`src/rtl/lsu_dmem_port_if.sv`:
```
// Request/response and data-memory signals of the load/store unit.
// The slave modport is the LSU's view; the master modport is the view of the
// execute stage and the memory it drives.
interface lsu_dmem_port_if;
  logic        req_valid;
  logic        req_ready;
  logic        req_store;
  logic [2:0]  req_funct3;
  logic [31:0] req_addr;
  logic [31:0] req_wdata;
  logic        rsp_valid;
  logic [31:0] rsp_rdata;
  logic        rsp_misaligned;
  logic        rsp_illegal;
  logic        dmwr_req;
  logic [3:0]  dmwr_mask;
  logic [31:0] dmdata_in;
  logic [31:0] dmdata_out;
  logic [31:0] dmaddr;

  modport slave (
    input  req_valid, req_store, req_funct3, req_addr, req_wdata, dmdata_out,
    output req_ready, rsp_valid, rsp_rdata, rsp_misaligned, rsp_illegal,
    output dmwr_req, dmwr_mask, dmdata_in, dmaddr
  );

  modport master (
    output req_valid, req_store, req_funct3, req_addr, req_wdata, dmdata_out,
    input  req_ready, rsp_valid, rsp_rdata, rsp_misaligned, rsp_illegal,
    input  dmwr_req, dmwr_mask, dmdata_in, dmaddr
  );
endinterface

```
`src/rtl/lsu_dmem_port.sv`:
```
// RV32I load/store unit in front of a word-addressed data memory.
// One request at a time: IDLE accepts, ACCESS drives memory, RESP strobes the
// result. Faulting requests skip ACCESS and never touch the memory outputs.
module lsu_dmem_port #(
  parameter int MEM_LATENCY = 1
) (
  input  logic            clk,
  input  logic            rst,
  lsu_dmem_port_if.slave  bus
);

  typedef enum logic [1:0] {IDLE, ACCESS, RESP} state_t;

  localparam logic [3:0] LAT_M1 = 4'(MEM_LATENCY - 1);

  state_t      state_q, state_d;
  logic [3:0]  cnt_q, cnt_d;
  logic        accept, fault, req_illegal, req_misal, access_done;
  logic        store_p0;
  logic [2:0]  funct3_p0;
  logic [1:0]  off_p0;
  logic        dmwr_req_q;
  logic [3:0]  dmwr_mask_q;
  logic [31:0] dmdata_in_q, dmaddr_q;
  logic        rsp_valid_q, rsp_mis_q, rsp_ill_q;
  logic [31:0] rsp_rdata_q;

  function automatic logic [3:0] store_mask(input logic [2:0] f3, input logic [1:0] off);
    case (f3[1:0])
      2'b00:   return 4'b0001 << off;
      2'b01:   return 4'b0011 << off;
      default: return 4'b1111;
    endcase
  endfunction

  function automatic logic [31:0] store_data(input logic [2:0] f3, input logic [31:0] wd);
    case (f3[1:0])
      2'b00:   return {4{wd[7:0]}};
      2'b01:   return {2{wd[15:0]}};
      default: return wd;
    endcase
  endfunction

  function automatic logic [31:0] load_ext(input logic [31:0] rd, input logic [2:0] f3,
                                           input logic [1:0] off);
    logic [31:0] b, h;
    b = rd >> {off, 3'b000};
    h = rd >> {off[1], 4'b0000};
    case (f3)
      3'b000:  return {{24{b[7]}}, b[7:0]};
      3'b100:  return {24'h0, b[7:0]};
      3'b001:  return {{16{h[15]}}, h[15:0]};
      3'b101:  return {16'h0, h[15:0]};
      default: return rd;
    endcase
  endfunction

  assign accept      = bus.req_valid && (state_q == IDLE);
  assign fault       = req_illegal || req_misal;
  assign access_done = (state_q == ACCESS) && (state_d == RESP);

  // Request decode: illegal funct3 wins over misalignment.
  always_comb begin
    if (bus.req_store)
      req_illegal = bus.req_funct3[2] || (bus.req_funct3[1:0] == 2'b11);
    else
      req_illegal = (bus.req_funct3 == 3'b011) || (bus.req_funct3[2:1] == 2'b11);
    req_misal = !req_illegal &&
                (((bus.req_funct3[1:0] == 2'b01) && bus.req_addr[0]) ||
                 ((bus.req_funct3[1:0] == 2'b10) && (bus.req_addr[1:0] != 2'b00)));
  end

  // State and load-latency counter registers.
  always_ff @(posedge clk) begin
    if (rst) begin
      state_q <= IDLE;
      cnt_q   <= 4'd0;
    end else begin
      state_q <= state_d;
      cnt_q   <= cnt_d;
    end
  end

  // Next state: stores stay one ACCESS cycle, loads count down MEM_LATENCY cycles.
  always_comb begin
    state_d = state_q;
    cnt_d   = cnt_q;
    case (state_q)
      IDLE: begin
        if (accept) begin
          state_d = fault ? RESP : ACCESS;
          cnt_d   = LAT_M1;
        end
      end
      ACCESS: begin
        if (store_p0 || (cnt_q == 4'd0)) state_d = RESP;
        else                             cnt_d   = cnt_q - 4'd1;
      end
      RESP:    state_d = IDLE;
      default: state_d = IDLE;
    endcase
  end

  // Request kind captured on accept; steers the ACCESS length.
  always_ff @(posedge clk) begin
    if (rst)         store_p0 <= 1'b0;
    else if (accept) store_p0 <= bus.req_store;
  end

  // Load-extraction fields captured on accept.
  always_ff @(posedge clk) begin
    if (accept) begin
      funct3_p0 <= bus.req_funct3;
      off_p0    <= bus.req_addr[1:0];
    end
  end

  // Memory-side outputs: loaded on a legal accept, write strobe lasts one cycle.
  always_ff @(posedge clk) begin
    if (rst) begin
      dmwr_req_q  <= 1'b0;
      dmwr_mask_q <= 4'h0;
      dmdata_in_q <= 32'h0;
      dmaddr_q    <= 32'h0;
    end else begin
      dmwr_req_q <= 1'b0;
      if (accept && !fault) begin
        dmaddr_q <= {2'b00, bus.req_addr[31:2]};
        if (bus.req_store) begin
          dmwr_req_q  <= 1'b1;
          dmwr_mask_q <= store_mask(bus.req_funct3, bus.req_addr[1:0]);
          dmdata_in_q <= store_data(bus.req_funct3, bus.req_wdata);
        end
      end
    end
  end

  // Response strobe: set entering RESP, cleared on every other cycle.
  always_ff @(posedge clk) begin
    if (rst) begin
      rsp_valid_q <= 1'b0;
      rsp_rdata_q <= 32'h0;
      rsp_mis_q   <= 1'b0;
      rsp_ill_q   <= 1'b0;
    end else begin
      rsp_valid_q <= 1'b0;
      rsp_rdata_q <= 32'h0;
      rsp_mis_q   <= 1'b0;
      rsp_ill_q   <= 1'b0;
      if (accept && fault) begin
        rsp_valid_q <= 1'b1;
        rsp_mis_q   <= req_misal;
        rsp_ill_q   <= req_illegal;
      end else if (access_done) begin
        rsp_valid_q <= 1'b1;
        rsp_rdata_q <= store_p0 ? 32'h0 : load_ext(bus.dmdata_out, funct3_p0, off_p0);
      end
    end
  end

  assign bus.req_ready      = (state_q == IDLE);
  assign bus.dmwr_req       = dmwr_req_q;
  assign bus.dmwr_mask      = dmwr_mask_q;
  assign bus.dmdata_in      = dmdata_in_q;
  assign bus.dmaddr         = dmaddr_q;
  assign bus.rsp_valid      = rsp_valid_q;
  assign bus.rsp_rdata      = rsp_rdata_q;
  assign bus.rsp_misaligned = rsp_mis_q;
  assign bus.rsp_illegal    = rsp_ill_q;

endmodule

```
`src/flat_wrapper.sv`:
```
// flat-port wrapper written by rule: the top's interface ports become plain ports
module lsu_dmem_port_flat 
#(
  parameter int MEM_LATENCY = 1
)
  (clk, rst, bus_req_valid, bus_req_store, bus_req_funct3, bus_req_addr, bus_req_wdata, bus_dmdata_out, bus_req_ready, bus_rsp_valid, bus_rsp_rdata, bus_rsp_misaligned, bus_rsp_illegal, bus_dmwr_req, bus_dmwr_mask, bus_dmdata_in, bus_dmaddr);
  lsu_dmem_port_if bus_i ();
  input  logic clk;
  input  logic rst;
  input wire logic [$bits(bus_i.req_valid)-1:0] bus_req_valid;
  input wire logic [$bits(bus_i.req_store)-1:0] bus_req_store;
  input wire logic [$bits(bus_i.req_funct3)-1:0] bus_req_funct3;
  input wire logic [$bits(bus_i.req_addr)-1:0] bus_req_addr;
  input wire logic [$bits(bus_i.req_wdata)-1:0] bus_req_wdata;
  input wire logic [$bits(bus_i.dmdata_out)-1:0] bus_dmdata_out;
  output wire logic [$bits(bus_i.req_ready)-1:0] bus_req_ready;
  output wire logic [$bits(bus_i.rsp_valid)-1:0] bus_rsp_valid;
  output wire logic [$bits(bus_i.rsp_rdata)-1:0] bus_rsp_rdata;
  output wire logic [$bits(bus_i.rsp_misaligned)-1:0] bus_rsp_misaligned;
  output wire logic [$bits(bus_i.rsp_illegal)-1:0] bus_rsp_illegal;
  output wire logic [$bits(bus_i.dmwr_req)-1:0] bus_dmwr_req;
  output wire logic [$bits(bus_i.dmwr_mask)-1:0] bus_dmwr_mask;
  output wire logic [$bits(bus_i.dmdata_in)-1:0] bus_dmdata_in;
  output wire logic [$bits(bus_i.dmaddr)-1:0] bus_dmaddr;
  assign bus_i.req_valid = bus_req_valid;
  assign bus_i.req_store = bus_req_store;
  assign bus_i.req_funct3 = bus_req_funct3;
  assign bus_i.req_addr = bus_req_addr;
  assign bus_i.req_wdata = bus_req_wdata;
  assign bus_i.dmdata_out = bus_dmdata_out;
  assign bus_req_ready = bus_i.req_ready;
  assign bus_rsp_valid = bus_i.rsp_valid;
  assign bus_rsp_rdata = bus_i.rsp_rdata;
  assign bus_rsp_misaligned = bus_i.rsp_misaligned;
  assign bus_rsp_illegal = bus_i.rsp_illegal;
  assign bus_dmwr_req = bus_i.dmwr_req;
  assign bus_dmwr_mask = bus_i.dmwr_mask;
  assign bus_dmdata_in = bus_i.dmdata_in;
  assign bus_dmaddr = bus_i.dmaddr;
  lsu_dmem_port #(.MEM_LATENCY(MEM_LATENCY)) u_core (.clk(clk), .rst(rst), .bus(bus_i));
endmodule
```
`config.mk`:
```
export PLATFORM = sky130hd
export DESIGN_NAME = lsu_dmem_port_flat
export DESIGN_NICKNAME = d
export VERILOG_FILES = /design/src/rtl/lsu_dmem_port_if.sv /design/src/rtl/lsu_dmem_port.sv /design/src/flat_wrapper.sv
export SDC_FILE = /design/constraint.sdc
export NUM_CORES = 1
export LEC_CHECK = 0
export BUFFER_PORTS_ARGS = -buffer_cell sky130_fd_sc_hd__buf_2
export CORE_MARGIN = 3
export CORE_UTILIZATION = 40
export CTS_BUF_LIST = sky130_fd_sc_hd__clkbuf_8 sky130_fd_sc_hd__clkbuf_16
export DETAILED_ROUTE_END_ITERATION = 10
export MAX_ROUTING_LAYER = met4
export PLACE_DENSITY_LB_ADDON = 0.05
export RECOVER_POWER = 50
export SYNTH_ARGS = -nofsm -noshare
export SYNTH_HDL_FRONTEND = slang
export SYNTH_SLANG_ARGS = --single-unit
```
`constraint.sdc`:
```
create_clock -name clk -period 4.4 [get_ports clk]
set_clock_uncertainty 0.2 [all_clocks]
set_input_delay 0.22 -clock clk [delete_from_list [all_inputs] [get_ports clk]]
set_output_delay 0.22 -clock clk [all_outputs]
set_load 0.02 [all_outputs]
```
**Word-level counts from Yosys, hierarchy flattened**

Cells that the tools add are included.

- Bits in registers: 114
- Input port bits: 103
- Output and inout bits: 105
- Logic and storage cells: 72

- Add/subtract/negate cells: 1
- Equality and inequality tests: 12
- Shift-type cells: 4
- Mux-type cells: 14
- Bitwise gates (word level): 3
- Reduce and logical (&&, ||, !) cells: 25

Operator list:

| kind | number |
|---|---|
| 32-bit one-hot mux with 4 select lines | 1 |
| 32-bit one-hot mux with 2 select lines | 1 |
| 32-bit by 5-bit right shift with 16-bit output | 1 |
| 32-bit by 5-bit right shift with 8-bit output | 1 |
| 4-bit one-hot mux with 2 select lines | 2 |
| 2-bit equality test (second input constant) | 4 |
| 4-bit two-way mux | 2 |
| 1-bit logical AND | 7 |
| 3-bit equality test (second input constant) | 2 |
| 2-bit two-way mux | 3 |
| 1-bit logical OR | 5 |
| 2-bit by 1-bit equality test with 1-bit output (second input constant) | 2 |
| 2-bit zero test | 2 |
| 4-bit zero test | 1 |
| 1-bit two-way mux | 4 |
| 2-bit one-hot mux with 2 select lines | 1 |
| 2-bit nonzero test | 2 |
| 2-bit OR reduction | 2 |
| 4-bit OR reduction | 1 |
| 1-bit by 2-bit left shift with 4-bit output (first input constant) | 1 |
| 2-bit by 2-bit left shift with 4-bit output (first input constant) | 1 |
| 4-bit by 1-bit subtractor with 4-bit output (second input constant) | 1 |
| 3-bit by 1-bit equality test with 1-bit output (second input constant) | 1 |
| 3-bit by 2-bit equality test with 1-bit output (second input constant) | 1 |
| other kinds (7) | 10 |

**Longest topological paths before layout**

- Depth in word-level cells: 13
- Depth in mapped cells: 8
- Mapped depth without buffers: 6

**Least setup slack after synthesis**

No wires, ideal clock.

- Kind: register -> register
- Start point: reg u_core.state_q[0]
- End point: reg u_core.dmdata_in_q[11], in the netlist u_core.bus.dmdata_in[11]
- Library setup time: 0.088 ns
- Arrival time: 1.581 ns
- Data required time: 4.112 ns
- Slack: 2.531 ns
- Stages on the path, launching flop included: 9
- Clock period less this slack: 1.869 ns
- Path through: dfxtp_1 > or3b_1 > buf_2 > clkinv_4 > o211a_1 > buf_6 > buf_6 > nor2_1 > a311oi_2

- Longest elaborated chain between the ends: 4

Ends and longest elaborated chain:

| item | line | RTL |
|---|---|---|
| start, declared | lsu_dmem_port.sv:16 | `state_t state_q, state_d;` |
| start signal, assigned | lsu_dmem_port.sv:79 | `state_q <= state_d;` |
| 2-bit zero test | lsu_dmem_port.sv:58 | `assign accept = bus.req_valid && (state_q == IDLE);` |
| 1-bit logical AND | lsu_dmem_port.sv:58 |  |
| via u_core.accept | lsu_dmem_port.sv:18 | `logic accept, fault, req_illegal, req_misal, access_done;` |
| 1-bit logical AND | lsu_dmem_port.sv:127 | `if (accept && !fault) begin` |
| 2-bit AND reduction (no line) | - |  |
| end signal, assigned | lsu_dmem_port.sv:132 | `dmdata_in_q <= store_data(bus.req_funct3, bus.req_wdata);` |
| end, declared | lsu_dmem_port.sv:24 | `logic [31:0] dmdata_in_q, dmaddr_q;` |

The timed path passes the listed nets, and every way through them passes these cells.
A chain may end at the register's enable or synchronous reset.

**Worst setup path in the final report**

- Start point: in bus_req_valid
- End point: reg u_core.dmdata_in_q[10], in the netlist u_core.bus.dmdata_in[10]

- Longest elaborated chain between the ends: 3

Ends and longest elaborated chain:

| item | line | RTL |
|---|---|---|
| start, declared | flat_wrapper.sv:10 | `input wire logic [$bits(bus_i.req_valid)-1:0] bus_req_valid;` |
| 1-bit logical AND | lsu_dmem_port.sv:58 |  |
| via u_core.accept | lsu_dmem_port.sv:18 |  |
| 1-bit logical AND | lsu_dmem_port.sv:127 |  |
| 2-bit AND reduction (no line) | - |  |

The timed path passes the listed nets, and every way through them passes these cells.

==> insert_results.sql <==
INSERT INTO impl_metrics (metric_group, metric, value, unit) VALUES
('run_status', 'outcome', 'finished, final reports clean', ''),
('die', 'std_cell_rows', '39', ''),
('synth', 'netlist.top_cell.by_area', 'sky130_fd_sc_hd__dfxtp_1', ''),
('synth', 'post_synth.cell_area_avg', '8.69', 'um2'),
('final_layout', 'design.final.nets', '947', ''),
('placed_design', 'detailedPlacementHpwl', '9590', 'um'),
('final_layout', 'diodes', '0', ''),
('route', 'antenna_violating_nets_post_route', '0', ''),
('power', 'p_leak', '0.00283', 'uW'),
('route', 'drt_iter0_markers', '312', ''),
('die', 'die_y', '116', 'um'),
('setup_path', 'start_kind', 'primary input', ''),
('setup_path', 'critical_path_buf_inv_count', '4', ''),
('synth', 'yosys.area.top_type_share', '0.452', ''),
('setup_path', 'worstReg2RegEnd', 'u_core.bus.dmdata_in[10]$_SDFFE_PP0P_', ''),
('timing', 'final_hold_viol_count', '0', ''),
('setup_path', 'reg2reg_slack', '1.25', 'ns'),
('timing', 'fmaxAchievable', '0.306', 'GHz'),
('global_routing', 'grt.total_usage', '0.226', ''),
('cts', 'cts.path.max_buffers', '2', ''),
('die', 'io_pins', '208', ''),
('timing', 'timing.max_slew.rel_slack', '0.138', ''),
('route', 'route.detailed.drc', '0', ''),
('power', 'vdd_ir_drop_max', '200', 'uV'),
('route', 'wirelength', '14900', 'um'),
('cts', 'clock-sinks', '114', ''),
('synth', 'yosys_most_used_dff', 'sky130_fd_sc_hd__dfxtp_1', ''),
('synth', 'synth.area.top_cells', 'sky130_fd_sc_hd__dfxtp_1 45%, sky130_fd_sc_hd__nand2_1 9.9%, sky130_fd_sc_hd__a21oi_1 8.8%, sky130_fd_sc_hd__mux2i_1 5.2%, sky130_fd_sc_hd__edfxtp_1 3.1%', ''),
('placed_design', 'placement.io_buffers', '205', ''),
('final_layout', 'layout.cell_area.non_filler', '7300', 'um2'),
('route', 'post_drt_via_cell_ratio', '5.08', ''),
('global_routing', 'global_route_wire_length_before_repair', '23300', 'um'),
('timing', 'finalSetupViolCount', '0', ''),
('synth', 'post_synth_edffs', '5', ''),
('setup_path', 'cpLargestDelayFamily', 'buffers and inverters', ''),
('global_routing', 'grt_pass1_vias', '4933', ''),
('global_routing', 'grt_max_degree', '48', ''),
('setup_path', 'timing.setup.critical_path_class', 'primary input to register', ''),
('synth', 'synth.yosys.warnings', '0', ''),
('setup_path', 'timing.critical_path.slowest_stage_cell', 'sky130_fd_sc_hd__o211a_2', ''),
('timing', 'min_period', '3.27', 'ns'),
('power', 'power_per_cell_area', '378', 'nW/um2'),
('timing', 'worst-slew-pin-transition', '1.28', 'ns'),
('final_layout', 'drive_above_1_share', '0.177', ''),
('global_routing', 'antenna_found_initial', '0', ''),
('synth', 'syn-cell-area', '4830', 'um2'),
('final_layout', 'final_core_utilization', '0.629', ''),
('setup_path', 'critPathMaxStageDelay', '0.73', 'ns'),
('global_routing', 'global_route.overflow_total', '0', ''),
('synth', 'synth.distinct_cells', '48', ''),
('die', 'die_width', '116', 'um'),
('cts', 'htree_levels', '4', ''),
('setup_path', 'cp_data_arrival_time', '3.42', 'ns'),
('timing', 'final_max_slew_viol_count', '0', ''),
('setup_path', 'r2r_start', 'u_core.state_q[0]$_SDFF_PP0_', ''),
('worst_hold_path', 'min_delay_worst_endpoint', 'u_core.bus.dmaddr[22]$_SDFFE_PP0P_', ''),
('synth', 'number_of_standard_cells_after_synthesis', '556', ''),
('setup_path', 'path_cells', 'dlygate4sd3_1, clkbuf_1, or3b_1, clkinvlp_2, o211a_2, nor2_1, a311oi_1, dlygate4sd3_1', ''),
('die', 'design.die.area', '13400', 'um2'),
('cts', 'tritoncts', 'done', ''),
('route', 'routedWlPerCell', '14.9', 'um'),
('worst_hold_path', 'hold_depth', '2', ''),
('cts', 'worst_skew_pair.late_latency', '0.41', 'ns'),
('setup_path', 'reg2reg_depth', '6', ''),
('cts', 'post_cts.resized_instances', '0', ''),
('timing', 'grt_setup_unrepaired', 'false', ''),
('placed_design', 'placedInstanceArea', '5840', 'um2'),
('timing', 'period_share', '0.744', ''),
('cts', 'cts.root.buffer_cell', 'sky130_fd_sc_hd__clkbuf_16', ''),
('worst_hold_path', 'hold_path.startpoint', 'rst', ''),
('setup_path', 'crit_required', '4.55', 'ns');
placed cells by master (no fill, tap or decap), types with 4 or more instances in the layout:
cell type,n
sky130_fd_sc_hd__clkbuf_16,18
sky130_fd_sc_hd__or3_1,6
sky130_fd_sc_hd__nor3b_1,4
sky130_fd_sc_hd__nor3_1,13
sky130_fd_sc_hd__dlygate4sd3_1,104
sky130_fd_sc_hd__nand2_1,128
sky130_fd_sc_hd__dfxtp_1,109
sky130_fd_sc_hd__clkbuf_8,6
sky130_fd_sc_hd__a211oi_2,8
sky130_fd_sc_hd__a211oi_1,6
sky130_fd_sc_hd__inv_1,4
sky130_fd_sc_hd__nor4_1,4
sky130_fd_sc_hd__a21oi_1,84
sky130_fd_sc_hd__a311oi_2,6
sky130_fd_sc_hd__buf_2,96
sky130_fd_sc_hd__a311oi_1,4
sky130_fd_sc_hd__clkbuf_1,109
sky130_fd_sc_hd__a22oi_1,8
sky130_fd_sc_hd__o211ai_1,8
sky130_fd_sc_hd__nor2_1,33
sky130_fd_sc_hd__o21ai_0,13
sky130_fd_sc_hd__a22o_1,8
sky130_fd_sc_hd__mux2i_1,25
sky130_fd_sc_hd__buf_4,4
sky130_fd_sc_hd__edfxtp_1,5
logic make-up (layout without fill, tap and decap cells):
logic type                 Yosys count  after routing  synth area share
DFF                                114            114             0.483
AOI/OAI and AO/OA                  159            159             0.219
adders and majority gates            2              2           0.00518
other                                1              2          0.000776
xor gates and xnor gates             2              2           0.00363
buffers and inverters               52            347            0.0544
muxes                               27             27            0.0588
and+or+nand+nor                    199            199             0.176
synthesized netlist by cell type (all sizes together), types with 8 or more instances:
library cell    n
nor2           33
nor3           13
nand2         128
a311oi         10
a22o            8
dfxtp         109
mux2i          25
a21oi          85
o211ai          9
a211oi         14
o21ai          16
buf            18
a22oi           8
clkbuf         29
flip-flops by register name, indices dropped and copies added, names as in the netlist:
signal                     cells
u_core.bus.dmwr_mask           4
u_core.bus.dmdata_in          32
u_core.bus.rsp_valid           1
u_core.bus.rsp_illegal         1
u_core.bus.rsp_misaligned      1
u_core.bus.rsp_rdata          32
u_core.cnt_q                   4
u_core.funct3_p0               3
u_core.off_p0                  2
u_core.bus.dmwr_req            1
u_core.store_p0                1
u_core.bus.dmaddr             30
u_core.state_q                 2
stage by stage:
stage | total power (uW) | setup WS, ns | hold WS [ns] | std cells
global route | 2880 | 1.03 | 0.133 | 995
CTS | 2800 | 1.47 | 0.0956 | 995
floorplan | 1320 | 2.53 | 0.119 | 557
global placement | 1430 | 1.67 | 0.239 | 862
detailed placement | 1440 | 1.60 | 0.244 | 862
finish | 2760 | 1.13 | 0.114 | 995
per-layer routing:
| layer | GRT usage | routed length, um |
|---|---|---|
| met1 | 0.262 | 6240 |
| met2 | 0.371 | 7260 |
| met3 | 0.0632 | 1100 |
| met4 | 0.0866 | 271 |
| met5 | - | 0 |
how the worst max path moves through the flow:
| stage | startpoint | cells after the start | endpoint | slack [ns] |
|---|---|---|---|---|
| final | bus_req_valid | 8 | u_core.bus.dmdata_in[10]$_SDFFE_PP0P_ | 1.13 |
| after detailed placement | bus_req_funct3[0] | 6 | u_core.bus.dmdata_in[14]$_SDFFE_PP0P_ | 1.60 |
| after floorplan | u_core.state_q[0]$_SDFF_PP0_ | 8 | u_core.bus.dmdata_in[11]$_SDFFE_PP0P_ | 2.53 |
| after global placement | bus_req_funct3[0] | 5 | u_core.bus.dmaddr[9]$_SDFFE_PP0P_ | 1.67 |
| after CTS | bus_req_funct3[2] | 7 | u_core.bus.dmdata_in[10]$_SDFFE_PP0P_ | 1.47 |
| after global routing | bus_req_valid | 8 | u_core.bus.dmdata_in[10]$_SDFFE_PP0P_ | 1.03 |
final cells by class:
type                            count  area (um2)
Fill cell                        1052        4310
Sequential cell                   114        2330
Multi-Input combinational cell    391        2250
Timing Repair Buffer              313        1960
Clock buffer                       24         533
Tap cell                          143         179
Clock inverter                      5        26.3
Inverter                            5        20.0
report_power, final:
part           internal, uW  switching, uW  leakage (uW)
combinational           171            212       0.00161
clock                   827            449      0.000282
sequential             1080           23.7      0.000931
timing repair:
action                    4_1_cts  5_1_grt
hold buffers                  104        0
hold endpoints to repair      103        0
buffers inserted                0        0
No activity file was read; power rests on OpenSTA's default activity.
